`config.mk`:
```
export PLATFORM = sky130hd
export DESIGN_NAME = bnn_weight_loader
export DESIGN_NICKNAME = d
export VERILOG_FILES = /design/src/rtl/bnn_weight_loader.sv
export SDC_FILE = /design/constraint.sdc
export NUM_CORES = 1
export LEC_CHECK = 0
export CORE_MARGIN = 3
export CORE_UTILIZATION = 25
export DETAILED_ROUTE_END_ITERATION = 8
export GPL_ROUTABILITY_DRIVEN = 0
export GPL_TIMING_DRIVEN = 0
export SYNTH_ARGS = -nofsm -noshare
export SYNTH_HDL_FRONTEND = slang
export SYNTH_SLANG_ARGS = --single-unit
export TNS_END_PERCENT = 30
```
`constraint.sdc`:
```
create_clock -name clk -period 2.1 [get_ports clk]
set_input_delay 0.63 -clock clk [delete_from_list [all_inputs] [get_ports clk]]
set_output_delay 0.63 -clock clk [all_outputs]
set_load 0.1 [all_outputs]
```
`src/rtl/bnn_weight_loader.sv`:
```
// Weight loader: walks conv1, conv2 and FC weight memories in fixed order, generating every core write address.
// Latency: a word accepted in cycle t is written to the core in cycle t+1; a full load takes 1650 cycles minimum.
// Backpressure: w_ready is high only while loading; the core never stalls, so each accepted word is one write.
// Optional feature macro WLOAD_CHECKSUM_EN: adds a trailing checksum word, a CHECK state and a sticky load_err.
module bnn_weight_loader #(
    parameter int bW        = 8,
    parameter int L1_WORDS  = 90,
    parameter int L1_OFFS   = 18,
    parameter int L2_WORDS  = 1080,
    parameter int L2_OFFS   = 60,
    parameter int FC_OUTS   = 10,
    parameter int FC_CHUNKS = 48
) (
    input  logic            clk,
    input  logic            rst_n,
    input  logic            start,
    input  logic            abort,
    input  logic            w_valid,
    output logic            w_ready,
    input  logic [24+bW:0]  w_data,
    output logic            kernel_in_valid,
    output logic [1:0]      kernel_layer,
    output logic [10:0]     kernel_addr,
    output logic [bW-1:0]   kernel_offset,
    output logic [24:0]     kernel_bits,
    output logic            busy,
    output logic            weights_loaded,
    output logic            load_err
);

    localparam int FC_WORDS = FC_OUTS * FC_CHUNKS;
    localparam int CW       = (FC_CHUNKS > 1) ? $clog2(FC_CHUNKS) : 1;

    typedef enum logic [2:0] {
        S_IDLE   = 3'd0,
        S_LOAD1  = 3'd1,
        S_LOAD2  = 3'd2,
        S_LOADFC = 3'd3,
`ifdef WLOAD_CHECKSUM_EN
        S_CHECK  = 3'd4,
`endif
        S_DONE   = 3'd5
    } state_t;

    state_t        state, state_nxt, phase_next;
    logic [10:0]   cnt, cnt_nxt, phase_last;
    logic [CW-1:0] chunk, chunk_nxt;
    logic [1:0]    wr_layer;
    logic          accept, wr_en, busy_nxt, clr, off_keep;
`ifdef WLOAD_CHECKSUM_EN
    logic          chk_eval;
`endif

    // Next-state, word counter and write-enable decode
    always_comb begin
        state_nxt  = state;
        cnt_nxt    = cnt;
        chunk_nxt  = '0;
        wr_en      = 1'b0;
        wr_layer   = 2'd0;
        clr        = 1'b0;
        off_keep   = 1'b0;
        phase_last = '0;
        phase_next = S_DONE;
`ifdef WLOAD_CHECKSUM_EN
        chk_eval   = 1'b0;
`endif
        accept     = w_valid & w_ready;

        case (state)
            S_IDLE, S_DONE: begin
                if (start) begin
                    state_nxt = S_LOAD1;
                    cnt_nxt   = '0;
                    clr       = 1'b1;
                end
            end
            S_LOAD1: begin
                wr_layer   = 2'd1;
                phase_last = 11'(L1_WORDS - 1);
                phase_next = S_LOAD2;
                off_keep   = (cnt < 11'(L1_OFFS));
            end
            S_LOAD2: begin
                wr_layer   = 2'd2;
                phase_last = 11'(L2_WORDS - 1);
                phase_next = S_LOADFC;
                off_keep   = (cnt < 11'(L2_OFFS));
            end
            S_LOADFC: begin
                wr_layer   = 2'd3;
                phase_last = 11'(FC_WORDS - 1);
`ifdef WLOAD_CHECKSUM_EN
                phase_next = S_CHECK;
`else
                phase_next = S_DONE;
`endif
                // FC scale lives only in the first chunk of each output
                off_keep   = (chunk == '0);
                chunk_nxt  = chunk;
            end
`ifdef WLOAD_CHECKSUM_EN
            S_CHECK: begin
                if (abort) begin
                    state_nxt = S_IDLE;
                end else if (accept) begin
                    state_nxt = S_DONE;
                    chk_eval  = 1'b1;
                end
            end
`endif
            default: state_nxt = S_IDLE;
        endcase

        // Shared load-phase sequencing; a word accepted alongside abort is still written
        if (wr_layer != 2'd0) begin
            wr_en = accept;
            if (abort) begin
                state_nxt = S_IDLE;
            end else if (accept) begin
                if (cnt == phase_last) begin
                    state_nxt = phase_next;
                    cnt_nxt   = '0;
                end else begin
                    cnt_nxt = cnt + 11'd1;
                end
                if (state == S_LOADFC) begin
                    chunk_nxt = (chunk == CW'(FC_CHUNKS - 1)) ? '0 : chunk + CW'(1);
                end
            end
        end

        busy_nxt = (state_nxt == S_LOAD1) || (state_nxt == S_LOAD2) || (state_nxt == S_LOADFC);
`ifdef WLOAD_CHECKSUM_EN
        busy_nxt = busy_nxt || (state_nxt == S_CHECK);
`endif
    end

    // State, word counter and FC chunk counter registers
    always_ff @(posedge clk) begin
        if (!rst_n) begin
            state <= S_IDLE;
            cnt   <= '0;
            chunk <= '0;
        end else begin
            state <= state_nxt;
            cnt   <= cnt_nxt;
            chunk <= chunk_nxt;
        end
    end

    // Registered core write port and status outputs
    always_ff @(posedge clk) begin
        if (!rst_n) begin
            w_ready         <= 1'b0;
            busy            <= 1'b0;
            kernel_in_valid <= 1'b0;
            kernel_layer    <= 2'd0;
            kernel_addr     <= '0;
            kernel_offset   <= '0;
            kernel_bits     <= '0;
            weights_loaded  <= 1'b0;
        end else begin
            w_ready         <= busy_nxt;
            busy            <= busy_nxt;
            kernel_in_valid <= wr_en;
            if (wr_en) begin
                kernel_layer  <= wr_layer;
                kernel_addr   <= cnt;
                kernel_offset <= off_keep ? w_data[24+bW:25] : '0;
                kernel_bits   <= w_data[24:0];
            end else if (!busy_nxt) begin
                kernel_layer  <= 2'd0;
            end
            // Rises one cycle after entering DONE so it trails the final write strobe
            weights_loaded  <= (state == S_DONE) && (state_nxt == S_DONE) && !load_err;
        end
    end

`ifdef WLOAD_CHECKSUM_EN
    logic [15:0] csum;
    logic        err_q;

    // Running 16-bit sum over loaded words; the trailing word is compared against it
    always_ff @(posedge clk) begin
        if (!rst_n) begin
            csum  <= '0;
            err_q <= 1'b0;
        end else if (clr) begin
            csum  <= '0;
            err_q <= 1'b0;
        end else begin
            if (wr_en) begin
                csum <= csum + w_data[15:0];
            end
            if (chk_eval && (w_data[15:0] != csum)) begin
                err_q <= 1'b1;
            end
        end
    end

    assign load_err = err_q;
`else
    assign load_err = 1'b0;
`endif

endmodule

```
# Word level (Yosys, flattened, before mapping)
# Cells that the tools add are included.
totals:
  regBits: 69
  inputBits: 38
  out_inout_bits: 51
  word_cells: 60
op_classes:
  addsub: 2
  n_lt_le_gt_ge: 2
  n_eq_ne: 11
  mux: 26
  bitwise_logic: 1
  reduce_logical: 8
ops:
  columns: ["op", "n"]
  rows:
  - ["two-way mux 11 bit", 6]
  - ["two-way mux 6 bit", 6]
  - ["one-hot mux 11 bit (3 select lines)", 1]
  - ["two-way mux 3 bit", 5]
  - ["equality test 3 x 2 -> 1 bit, second input constant", 4]
  - ["one-hot mux 3 bit (2 select lines)", 2]
  - ["adder 11 x 1 -> 11 bit, second input constant", 1]
  - ["equality test 11 bit", 1]
  - ["less-than comparator 11 x 5 -> 1 bit, second input constant", 1]
  - ["less-than comparator 11 x 6 -> 1 bit, second input constant", 1]
  - ["two-way mux 8 bit", 1]
  - ["adder 6 x 1 -> 6 bit, second input constant", 1]
  - ["equality test 3 x 1 -> 1 bit, second input constant", 2]
  - ["equality test 3 bit, second input constant", 2]
  - ["equality test 6 bit, second input constant", 1]
  - ["zero test 6 bit", 1]
  - ["one-hot mux 2 bit (3 select lines)", 1]
  - ["two-way mux 2 bit", 2]
  - ["zero test 3 bit", 1]
  - ["one-hot mux 1 bit (3 select lines)", 1]
  - ["OR reduction 3 bit", 1]
  - ["logical OR 1 bit", 2]
  - ["inequality test 2 bit, second input constant", 1]
  - ["nonzero test 2 bit", 1]
  - ["4 further kinds", 4]

# Logic depth before layout (Yosys ltp)
# Gate-level depths: netlist of the first run.
depth:
  depth_word: 12
  mapped_depth: 8
  depth_no_buf: 6

# Least setup slack after synthesis of the first run
# No wires, ideal clock.
synth_path:
  path_kind: "register -> register"
  startpoint: "register, netlist name busy"
  endpoint: "register cnt[10]"
  setup_time_ns: 0.073
  arrival_time_ns: 2.228
  required_time_ns: 2.027
  setup_slack_ns: -0.201
  stages_incl_launch_ff: 6
  n_path_buf: 0
  synth_period_minus_slack_ns: 2.301
  cell_sequence: "dfxtp_1 -> nand2_1 -> nor2_1 -> nand2_1 -> or4_1 -> o211ai_2"
synth_lines:
  columns: ["item", "line_no", "text"]
  rows:
  - ["end signal, assigned", "147", "cnt <= cnt_nxt;"]
  - ["end, declared", "46", "logic [10:0] cnt, cnt_nxt, phase_last;"]

==> metrics.txt, run 1 <==
synthesized area=0.003217 mm²; Tot Pwr=3.508 mW; CP endpoint kind=flip-flop; WL final=9632 µm; CTS clk-pin slew, worst paths=0.05 ns; FF-to-FF path depth=6; largest net degree at the start of global routing=13; Post-DRT Antenna Nets=0; syn nets=448; Worst path slowest cell=clkdlybuf4s50_1; Skew-Pair Late Insertion Delay=0.33 ns; Critical Path RT=2.35 ns; pwr/cell area=730.7 mW/mm²; worst slew pin tran=0.5609 ns; area added between synthesis and finish=49.24%; Core Area=0.01231 mm²; num rows=40; Post-route DRC=0; fmax=500.8 MHz; Starting Density=26.13%; CP Launch Type=primary input; post-layout net count=552; Final Max Tran Viols=0; Critical Path End=cnt[8]; clk_skew=0.007160 ns; clk buf depth=2; max_cap viols=0; count of hold-fix buffers inserted at cts=0; Leak Pwr=1.608 nW; Top Metal Used=met4; Ports=89; Syn Area/Cell=7.904 µm²; number of synthesized register bits=69; peak per-stage delay on the critical path=0.52 ns; initial antenna violation count=0; H-tree levels=3; crit path max fanout=10; post-detail-place hpwl=7031 µm; Seq/Total Area, Yosys=42.94%; CTS Sinks=69; asr flop ratio synth=0%; final hold vios=0; top post-synthesis cells by area=dfxtp_1 43%, nand2_1 12%, a21oi_1 8.4%; first-pass GRT wire length=15,230 µm; RR Endpoint=cnt[10]; port bufs=87; Hold WC Path Type=flip-flop to flip-flop; library cells used by synthesis=56; metal1 wirelength=4386 µm; fin crit period=1.997 ns; reg2reg start=cnt[1]; WL met3=561 µm; post-synth top area cell=dfxtp_1; layout cells sized above 1=22.29%; full die area=0.01426 mm²; number of global-route vias before repair=3,021; TritonCTS clock tree=built; Most used DFF post-synth=dfxtp_1; die height=119.4 µm; CTS buffer count=9; gr usage total=13.06%; Overflow after GRT=0; Initial DRT Pass Iterations=4; WP data arrival=2.25 ns; # setup viols final=0; number of synthesized flops with an enable pin=0; hold path cells=2; Synth Instances=407; Crit Path Class=primary input to flip-flop; vias=3,303; Critical Path Source=rst_n; wire per inst=14.08 µm; share of the synthesized area in the top cell type=42.94%; r2r setup slk=0.12 ns; outcome=finished clean; Fillers=1,249; Vias/cell=4.829; drt first-iter violations=212; met2 wire len=4584 µm; Slew headroom=62.78%; unrepaired setup endpoints after global routing=yes; Critical Path, Cell by Cell=clkdlybuf4s50_1, clkbuf_1, buf_1, nand3_1, o211ai_2; Tcrit/Tclk final=95.08%; CTS root buffer=clkbuf_16; YS warnings=0; antenna diode count=0; Util after Layout=38.99%; Die W=119.4 µm; Worst VDD drop=0.4587 mV
[per-layer routing]
| layer | up-vias | global-route usage [%] |
|---|---|---|
| li1 | 1636 | - |
| met1 | 1556 | 17.10 |
| met2 | 101 | 20.70 |
| met3 | 10 | 3.846 |
| met4 | 0 | 4.080 |
| met5 | - | 0 |
[registers in the layout, indices dropped and copies added (netlist names)]
name and count:
kernel_offset 8, busy 1, kernel_layer 2, kernel_bits 25
chunk 6, state 3, kernel_addr 11, kernel_in_valid 1
cnt 11, weights_loaded 1
[metrics by stage]
step	std cells	hold slack [ns]	setup slack (ns)	TNS, ns	instance area, µm²
2_1_floorplan	407	0.4576	0.1853	0	3218
3_5_place_dp	662	0.4469	-0.5197	-14.84	4299
4_1_cts	678	0.4552	-0.03213	-0.03213	4733
6_report	684	0.4519	0.1033	0	4801
3_3_place_gp	662	0.4394	-0.4755	-13.23	4299
5_1_grt	684	0.4700	-0.04074	-0.3170	4801
[power by group]
group,switching [mW],total [mW],leakage (nW),internal [mW]
clock,0.566,1.79,0.172,1.23
combinational,0.245,0.387,0.879,0.142
sequential,0.00757,1.33,0.557,1.32
[what timing repair did]
action                     4_1_cts  5_1_grt
resized for setup              154       10
pin swaps                        0        2
setup endpoints to repair       61       43
buffers inserted                 0        7
[layout make-up]
| type | instances | area (µm²) | share of cell area, % |
|---|---|---|---|
| Multi-Input combinational cell | 298 | 1669 | 34.77 |
| Sequential cell | 69 | 1384 | 28.82 |
| Timing Repair Buffer | 94 | 982.2 | 20.46 |
| Clock buffer | 11 | 252.7 | 5.265 |
| Tap cell | 168 | 210.2 | 4.378 |
| Buffer | 32 | 170.2 | 3.544 |
| Clock inverter | 5 | 106.4 | 2.215 |
| Inverter | 7 | 26.28 | 0.5473 |
[worst max-delay path: cells and delay by family]
kind                   cells  cell delay [ns]
buffers and inverters      3             1.36
AND/OR/NAND/NOR            1             0.17
AO/OA/AOI/OAI              1             0.09
[how the worst min path moves through the flow]
stage / start / end / slack, ns
final: kernel_addr[6] / kernel_addr[6] / 0.45
after global routing: kernel_offset[0] / kernel_offset[0] / 0.47
after CTS: kernel_offset[1] / kernel_offset[1] / 0.46
after detailed placement: kernel_offset[1] / kernel_offset[1] / 0.45
after global placement: kernel_offset[0] / kernel_offset[0] / 0.44
after floorplan: chunk[0] / chunk[0] / 0.46
[placed cells by master, fill, tap and decap left out, types with 4 or more instances in the layout]
cell type,count
clkdlybuf4s15_2,49
nand4_1,11
a21oi_1,54
nand4b_1,10
clkdlybuf4s50_1,36
nand2b_1,4
nand2_1,105
dfxtp_1,67
nor3_1,7
nor2_1,12
a31o_2,4
buf_2,9
buf_4,10
nand3_1,25
inv_1,6
o211ai_1,5
clkbuf_1,12
clkbuf_16,9
[logic make-up (layout without fill, tap and decap cells)]
family,count (synthesis),in the layout,synth area share [%]
AND/OR/NAND/NOR,198,198,29.60
XOR/XNOR,2,2,0.5446
adder cells (fa/ha/maj),3,3,1.167
buffers and inverters,40,149,5.989
AO/OA/AOI/OAI,90,90,18.24
other,1,1,0.1166
multiplexers,4,4,1.400
flip-flops,69,69,42.94
[synth_stat cells (all sizes together), types with 3 or more instances]
cell,number
dfxtp,69
o22ai,3
nand4,11
a21oi,54
nor2,15
nand4b,10
a31oi,3
nand3,25
nor3b,3
clkbuf,17
mux2i,3
and3,3
o211ai,8
nand2b,4
nand2,105
o21ai,3
a31o,4
or2,3
nor3,7
inv,7
buf,16
ha,3
(Power assumes the default switching activity.)
==> inputs of run 2 (changes only) <==
--- a/config.mk
+++ b/config.mk
@@ -7,6 +7,7 @@
 export LEC_CHECK = 0
 export CORE_MARGIN = 3
 export CORE_UTILIZATION = 25
+export CTS_CLUSTER_SIZE = 20
 export DETAILED_ROUTE_END_ITERATION = 8
 export GPL_ROUTABILITY_DRIVEN = 0
 export GPL_TIMING_DRIVEN = 0
==> constraint.sdc (replaced) <==
create_clock -name clk -period 1.7 [get_ports clk]
set_input_delay 0.51 -clock clk [delete_from_list [all_inputs] [get_ports clk]]
set_output_delay 0.51 -clock clk [all_outputs]
set_load 0.1 [all_outputs]
==> metrics.txt, run 2 (synthesis results as in run 1) <==
outcome=finished with violations; failing checks=setup timing; num rows=40; wire per inst=14.77 µm; commonest non-fill, non-tap cell in the layout=nand2_1; vias=3,346; layout cells sized above 1=28.52%; max reg flops=25; WP data arrival=1.96 ns; initial antenna violation count=0; Overflow after GRT=0; Tot Pwr=4.265 mW; most frequent cells in the layout=103 x nand2_1, 60 x dfxtp_1, 55 x buf_2; TritonCTS clock tree=built; worst slew pin tran=0.5514 ns; CTS buffer count=9; largest net degree at the start of global routing=13; count of hold-fix buffers inserted at cts=0; antenna diode count=0; pwr/cell area=916.6 mW/mm²; WL met3=680 µm; clk buf depth=2; fmax=572.4 MHz; Initial DRT Pass Iterations=4; number of global-route vias before repair=3,161; Final Max Tran Viols=0; post-layout net count=555; Leak Pwr=1.790 nW; peak per-stage delay on the critical path=0.34 ns; fin area=0.004653 mm²; die height=119.4 µm; final hold vios=0; Vias/cell=4.870; metal1 wirelength=4511 µm; met2 wire len=4831 µm; DP Area=0.004304 mm²; unrepaired setup endpoints after global routing=yes; Top Metal Used=met4; max_cap viols=0; CTS root buffer=clkbuf_16; WL final=10,150 µm; crit path max fanout=9; Hold WC Path Type=flip-flop to flip-flop; Worst path slowest cell=o2111a_2; drt first-iter violations=213; largest register by flop count=kernel_bits; # setup viols final=10; hold_ws=0.4513 ns; CP endpoint kind=flip-flop; full die area=0.01426 mm²; Worst VDD drop=0.5954 mV; Core Area=0.01231 mm²; Cells after DPL=662; Critical Path RT=1.91 ns; Slew headroom=63.24%; Post-route DRC=0; Critical Path, Cell by Cell=buf_2, o21ba_4, o22ai_1, o2111a_2, and3_4, o211ai_1; Die W=119.4 µm; fin crit period=1.747 ns; Tcrit/Tclk final=102.8%; H-tree levels=3; clk_skew=0.005722 ns; first-pass GRT wire length=16,100 µm; port bufs=87; post-route insts no fill=687; CTS Sinks=69; area added between synthesis and finish=44.65%; Ports=89; CTS clk-pin slew, worst paths=0.06 ns; Starting Density=26.13%; biggest regs=kernel_bits x25, cnt x11, kernel_addr x11; final setup margin=-0.04696 ns; gr usage total=13.92%; Crit Path Class=flip-flop to flip-flop; Util after Layout=37.79%; post-detail-place hpwl=7191 µm; CP Launch Type=flip-flop; Post-DRT Antenna Nets=0; Skew-Pair Late Insertion Delay=0.33 ns
## run 2: cell count changes in the layout (fill, tap and decap cells not counted), sizes merged
cell,change
clkdlybuf4s15,-49
dlymetal6s2s,+1
clkdlybuf4s50,-2
bufinv,-1
dlygate4sd2,+1
buf,+51
clkbuf,+1
clkinvlp,+1
## run 2: per-layer routing
| metal | vias to the layer above | track usage [%] |
|---|---|---|
| met4 | 0 | 4.009 |
| met2 | 114 | 22.25 |
| met3 | 12 | 4.843 |
| met1 | 1575 | 17.74 |
| met5 | - | 0 |
| li1 | 1645 | - |
## run 2: area by class of cell
| class | count | area, µm² |
|---|---|---|
| buffer | 27 | 156.4 |
| clock buffer | 11 | 264.0 |
| clock inverter | 5 | 80.08 |
| fill | 1306 | 7659 |
| inverter | 7 | 26.28 |
| multi-input combinational | 298 | 1767 |
| sequential | 69 | 1403 |
| tap | 168 | 210.2 |
| timing repair buffer | 102 | 747.0 |
## run 2: worst paths after layout
| check | start | slack (ns) | end | cells after the start |
|---|---|---|---|---|
| max | state[0] | -0.05 | cnt[2] | 6 |
| min | kernel_addr[0] | 0.45 | kernel_addr[0] | 2 |
| max reg2reg | state[0] | -0.05 | cnt[2] | 6 |
| min reg2reg | kernel_addr[0] | 0.45 | kernel_addr[0] | 2 |
## run 2: report_power, final
group / internal (mW) / leakage, nW / switching [mW]
sequential: 1.63 / 0.562 / 0.0101
combinational: 0.192 / 1.06 / 0.317
clock: 1.41 / 0.163 / 0.708
total: 3.23 / 1.79 / 1.04
## run 2: what timing repair did
item	4_1_cts	5_1_grt
pin swaps	12	11
endpoints found under the setup margin	115	65
gates resized for setup	280	30
setup buffers	10	5
## run 2: stage by stage
step	setup WS (ns)	setup TNS, ns
4_1_cts	-0.08921	-1.050
2_1_floorplan	-0.007248	-0.02840
3_5_place_dp	-0.8888	-49.59
5_1_grt	-0.09718	-1.029
3_3_place_gp	-0.8786	-48.20
6_report	-0.04696	-0.3279
## run 2: critical path: cells and delay by family, from the launching register on
| family | cells | cell delay, ns |
|---|---|---|
| AO/OA/AOI/OAI | 4 | 0.84 |
| flip-flops | 1 | 0.30 |
| AND/OR/NAND/NOR | 1 | 0.30 |
| buffers and inverters | 1 | 0.17 |
==> RTL edit 1 (settings of run 2) <==
Build with the macro `WLOAD_CHECKSUM_EN` defined.
--- a/src/rtl/bnn_weight_loader.sv
+++ b/src/rtl/bnn_weight_loader.sv
@@ -2,6 +2,8 @@
 // Latency: a word accepted in cycle t is written to the core in cycle t+1; a full load takes 1650 cycles minimum.
 // Backpressure: w_ready is high only while loading; the core never stalls, so each accepted word is one write.
 // Optional feature macro WLOAD_CHECKSUM_EN: adds a trailing checksum word, a CHECK state and a sticky load_err.
+`define WLOAD_CHECKSUM_EN
+
 module bnn_weight_loader #(
     parameter int bW        = 8,
     parameter int L1_WORDS  = 90,
Formal check against the unedited RTL: same outputs for any inputs over 10 cycles, from zero or initial values and one cycle with rst_n low; that may be too few to reach the edited logic, so the function may still have changed.
==> RTL edit 1 against run 2 <==
  * The run still ends with negative setup slack left
  * Core utilization increased by 1.4 points
  * Sequential cell count up 17
  * Routed wire length rose by 36%
  * Maximum frequency shrank 30%
  * Total power rose by 9.4%
  * Setup slack got worse by 0.75 ns
  * Area after synthesis rose by 34%
  * Final area is 41% higher
  * First-iteration DRC count grew 8.0%
  * Critical path type unchanged
  * Largest power group is now registers
==> RTL edit 1: results (changes against run 2) <==
Routed wire length -> 13.8 mm (+36%)
N_diodes -> 0 (unchanged)
Nets@finish -> 740 (+33%)
Commonest register cell after synthesis -> dfxtp_1
Crit-path slowest cell -> or4_4
WHS Path Cells -> 2 (unchanged)
Vias in the first global route -> 4296 (+36%)
Worst Path Max Fanout -> 7 (-2)
Largest registers -> kernel_bits (25), csum (16)
R2r worst-path depth -> 7 (+1)
Largest net degree at the start of global routing -> 14 (+1)
Area contributors post-synth -> dfxtp_1 40%, nand2_1 9.0%, a21oi_1 7.6%
Synthesis Warnings -> 0 (unchanged)
Status -> finished, violations left
Hold Crit Class -> reg2reg
DP Worst Slack -> -1.35 ns (-0.466 ns)
Fill count -> 1698 (+30%)
Asr flop ratio synth -> 0 (unchanged)
Largest buffer count on any clock path -> 2 (unchanged)
Worst EP arrival -> 2.73 ns (+0.77 ns)
First-pass GRT wire length -> 21.5 mm (+34%)
Initial antenna violation count -> 0 (unchanged)
Drt first pass iters -> 6 (+2)
Leakage -> 2.55 nW (+42%)
Iter 0 DRT Violations -> 230 (+8.0%)
VDD IR max -> 0.506 mV (-15%)
Gr usage total -> 0.143 (+0.00415)
Layout cells sized above 1 -> 0.349 (+0.0642)
Final setup violation count -> 52 (+42)
DP Wirelength -> 9.28 mm (+29%)
Top cells by count, synth -> 104 x nand2_1, 86 x dfxtp_1, 66 x a21oi_1, 38 x nor2_1, 23 x clkbuf_1
Sequential area share after synthesis -> 0.398 (-0.0314)
Clk_skew -> 0.00692 ns (+0.00120 ns)
H-tree levels -> 3 (unchanged)
Mapped Nets -> 600 (+34%)
Synth cell types -> 64 (+14%)
Failing checks -> negative setup slack
Worst Tran Pin Value -> 0.564 ns (+0.0129 ns)
Clock Latency Late Sink -> 0.35 ns (+0.02 ns)
I/O Buffers -> 88 (+1.1%)
Worst setup margin -> -0.801 ns (-0.754 ns)
Placed cell area -> 5620 um^2 (+31%)
DR vias/cell -> 4.84 (-0.67%)
CP peak stage delay -> 0.56 ns (+0.22 ns)
RTL edit 1: cell types whose count changed after synthesis, moves of 8 or more:
cell / run 2 / this run
nor2_1: 13 / 38
o21ai_0: 2 / 22
dfxtp_1: 69 / 86
ha_1: 3 / 18
a21oi_1: 54 / 66
xnor2_1: 0 / 10
nand4b_1: 10 / 1
buf_2: 10 / 2
RTL edit 1: worst paths after layout:
kind / from / to / slack [ns]
min reg2reg: kernel_bits[5] / kernel_bits[5] / 0.44
min: kernel_bits[5] / kernel_bits[5] / 0.44
max: cnt[10] / kernel_layer[0] / -0.80
max reg2reg: cnt[10] / kernel_layer[0] / -0.80
RTL edit 1: what timing repair did:
item / in CTS / in global routing
resized for setup: 411 / 55
setup endpoints to repair: 137 / 83
hold buffers: 0 / 0
pin swaps: 50 / 41
gates cloned: 0 / 0
setup buffers: 31 / 15
RTL edit 1: kinds of logic (layout without fill, tap and decap cells):
family                     Yosys count  in the layout  share of synthesized area
AOI/OAI and AO/OA                  143            143                      0.209
xor gates and xnor gates            15             15                     0.0304
adders and majority gates           19             19                     0.0567
buffers and inverters               41            185                     0.0370
DFF                                 86             86                      0.398
muxes                                3              3                    0.00723
and+or+nand+nor                    236            236                      0.262
RTL edit 1: metrics by stage:
stage	cells	total power, W	util	TNS (ns)	hold WS (ns)
after detailed placement	851	0.00263	0.335	-89.99	0.446
after global routing	907	0.00484	0.392	-18.81	0.453
after global placement	851	0.00263	0.335	-89.74	0.441
final	907	0.00466	0.392	-12.92	0.445
after CTS	892	0.00467	0.376	-11.75	0.430
after floorplan	543	0.00242	-	-13.10	0.436
RTL edit 1: critical path, delay by kind of cell, from the launching register on:
family / cells / cell delay, ns
AO/OA/AOI/OAI: 1 / 0.34
flip-flops: 1 / 0.36
AND/OR/NAND/NOR: 6 / 1.69
RTL edit 1: power breakdown:
group	internal (W)	leakage, nW	total [W]	switching (W)
clock network	0.00113	0.139	0.00192	0.000790
registers	0.00203	0.703	0.00204	0.0000156
logic	0.000301	1.70	0.000702	0.000400
RTL edit 1: cell type report:
type / instances / area share
Clock inverter: 4 / 0.00743
Sequential cell: 86 / 0.267
Multi-Input combinational cell: 416 / 0.457
Timing Repair Buffer: 134 / 0.150
Tap cell: 220 / 0.0419
Clock buffer: 11 / 0.0355
Inverter: 12 / 0.00686
Buffer: 24 / 0.0332
RTL edit 1: per-layer routing:
metal | share of wire | GRT usage | vias up
li1 | - | - | 2205
met4 | 0.015 | 0.0349 | 0
met5 | 0 | 0 | -
met1 | 0.43 | 0.178 | 2066
met2 | 0.49 | 0.250 | 99
met3 | 0.061 | 0.0325 | 18
==> RTL edit 2 (flow settings as in run 2) <==
Made on the original files. Re-encode `state_t` (5 states) as one-hot, 5 bits wide.
--- a/src/rtl/bnn_weight_loader.sv
+++ b/src/rtl/bnn_weight_loader.sv
@@ -31,15 +31,15 @@
     localparam int FC_WORDS = FC_OUTS * FC_CHUNKS;
     localparam int CW       = (FC_CHUNKS > 1) ? $clog2(FC_CHUNKS) : 1;
 
-    typedef enum logic [2:0] {
-        S_IDLE   = 3'd0,
-        S_LOAD1  = 3'd1,
-        S_LOAD2  = 3'd2,
-        S_LOADFC = 3'd3,
+    typedef enum logic [4:0] {
+        S_IDLE   = 5'b00001,
+        S_LOAD1  = 5'b00010,
+        S_LOAD2  = 5'b00100,
+        S_LOADFC = 5'b01000,
 `ifdef WLOAD_CHECKSUM_EN
         S_CHECK  = 3'd4,
 `endif
-        S_DONE   = 3'd5
+        S_DONE   = 5'b10000
     } state_t;
 
     state_t        state, state_nxt, phase_next;
Function: same outputs for any inputs over 10 cycles, from zero or initial values and one cycle with rst_n low; not proved beyond that.
==> RTL edit 2 against run 2 <==
  * The flow still finishes with violations (negative setup slack)
  * Area after synthesis fell by 5.0%
  * Total power fell by 5.8%
  * Count of clock-buffer cells in the layout fell by 1
  * Maximum frequency fell by 23%
  * Routed wire length fell by 10%
  * Sequential cell count rose by 2
  * Final area fell by 0.59%
  * First-iteration DRC count fell by 15%
  * Clock power fell by 5%
  * Synthesized cell count fell by 5.2%
  * Setup slack got worse by 0.52 ns
  * Cell count fell by 5.4%
  * Largest power group unchanged
==> RTL edit 2: results (changes against run 2) <==
Mapped Nets -> 427 (-4.7%)
Post-Route Hold Slack -> 0.450 ns (-0.00113 ns)
Status -> finished, violations left
Total CTS buffers -> 9 (unchanged)
Vias -> 3080 (-7.9%)
DP Worst Slack -> -0.955 ns (-0.0658 ns)
Mean Syn Cell Area -> 7.92 um^2 (+0.15%)
Worst setup margin -> -0.563 ns (-0.516 ns)
VDD IR max -> 0.679 mV (+14%)
Failing checks -> negative setup slack
DP Wirelength -> 6.41 mm (-11%)
Drt wl/cell -> 14.0 um (-5.3%)
Nets@finish -> 544 (-2.0%)
Placed cells -> 616 (-6.9%)
Clk_skew -> 0.00649 ns (+0.000768 ns)
Met3 wire length -> 391 um (-43%)
Vias in the first global route -> 2867 (-9.3%)
Synthesis Warnings -> 0 (unchanged)
Pint -> 0.00315 W (-2.5%)
Sequential area share after synthesis -> 0.465 (+0.0358)
Worst Path Max Fanout -> 5 (-4)
Routing usage on met3 -> 0.0269 (-0.0215)
Asr flop ratio synth -> 0 (unchanged)
Worst slew margin -> 0.658 (+0.0254)
Worst EP arrival -> 2.52 ns (+0.56 ns)
Crit. Startpoint -> state[4]
CP peak stage delay -> 0.40 ns (+0.06 ns)
Crit-path slowest cell -> or3b_1
DRT met1 WL -> 4.06 mm (-10%)
Area contributors post-synth -> dfxtp_1 47%, nand2_1 13%, a21oi_1 8.0%
DR WL met2 -> 4.43 mm (-8.3%)
Placed cell area -> 4150 um^2 (-3.7%)
P_seq -> 0.00168 W (+2%)
Gr usage total -> 0.129 (-0.0101)
Synth cell types -> 45 (-20%)
Leakage -> 1.85 nW (+3.1%)
Post-CTS Setup Inserts -> 13 (+3)
Clk pwr share -> 0.501 (+0.004)
R2r worst-path depth -> 10 (+4)
Final TNS setup -> -26.49 ns (-26.16 ns)
Crit path capture -> cnt[8]
Top cells by count, synth -> 102 x nand2_1, 71 x dfxtp_1, 49 x a21oi_1, 32 x nor2_1, 21 x clkbuf_1
Final setup violation count -> 66 (+56)
Hold_sp -> kernel_bits[6]
GRT met1 Usage -> 0.168 (-0.00966)
Clock Latency Late Sink -> 0.33 ns (about the same)
First-pass GRT wire length -> 14.2 mm (-12%)
Top Family by Delay on Critical Path -> simple AND/OR/NAND/NOR gates
DR vias/cell -> 4.74 (-2.7%)
Layout cells sized above 1 -> 0.276 (-0.00903)
Iter 0 DRT Violations -> 181 (-15%)
I/O Buffers -> 87 (unchanged)
Global Route met2 Usage -> 0.211 (-0.0112)
WHS Endpoint -> kernel_bits[6]
Pwr Total -> 0.00402 W (-5.8%)
## RTL edit 2: cell count changes after synthesis, moves of 7 or more
cell / before / now
a22oi_1: 1 / 8
nor2_1: 13 / 32
buf_2: 10 / 2
nand3_1: 25 / 8
nand4b_1: 10 / 3
o21ai_0: 2 / 11
## RTL edit 2: cell families (layout without fill, tap and decap cells)
group           after synthesis  count (layout)  synth area share
flops                        71              71             0.465
fa+ha+maj                     3               3            0.0123
buf+inv                      31             151            0.0463
mux                           4               4            0.0139
compound gates               81              81             0.160
other cells                   1               1           0.00123
xor+xnor                      7               7            0.0201
simple gates                188             189             0.281
## RTL edit 2: layout make-up
type,instances,area [um^2]
plain buffers,24,224
multi-input cells,285,1650
well taps,143,179
inverters,4,15.0
clock inverters,5,81.3
repair buffers,108,801
fillers,1193,7040
clock buffers,10,239
flip-flops and latches,71,1440
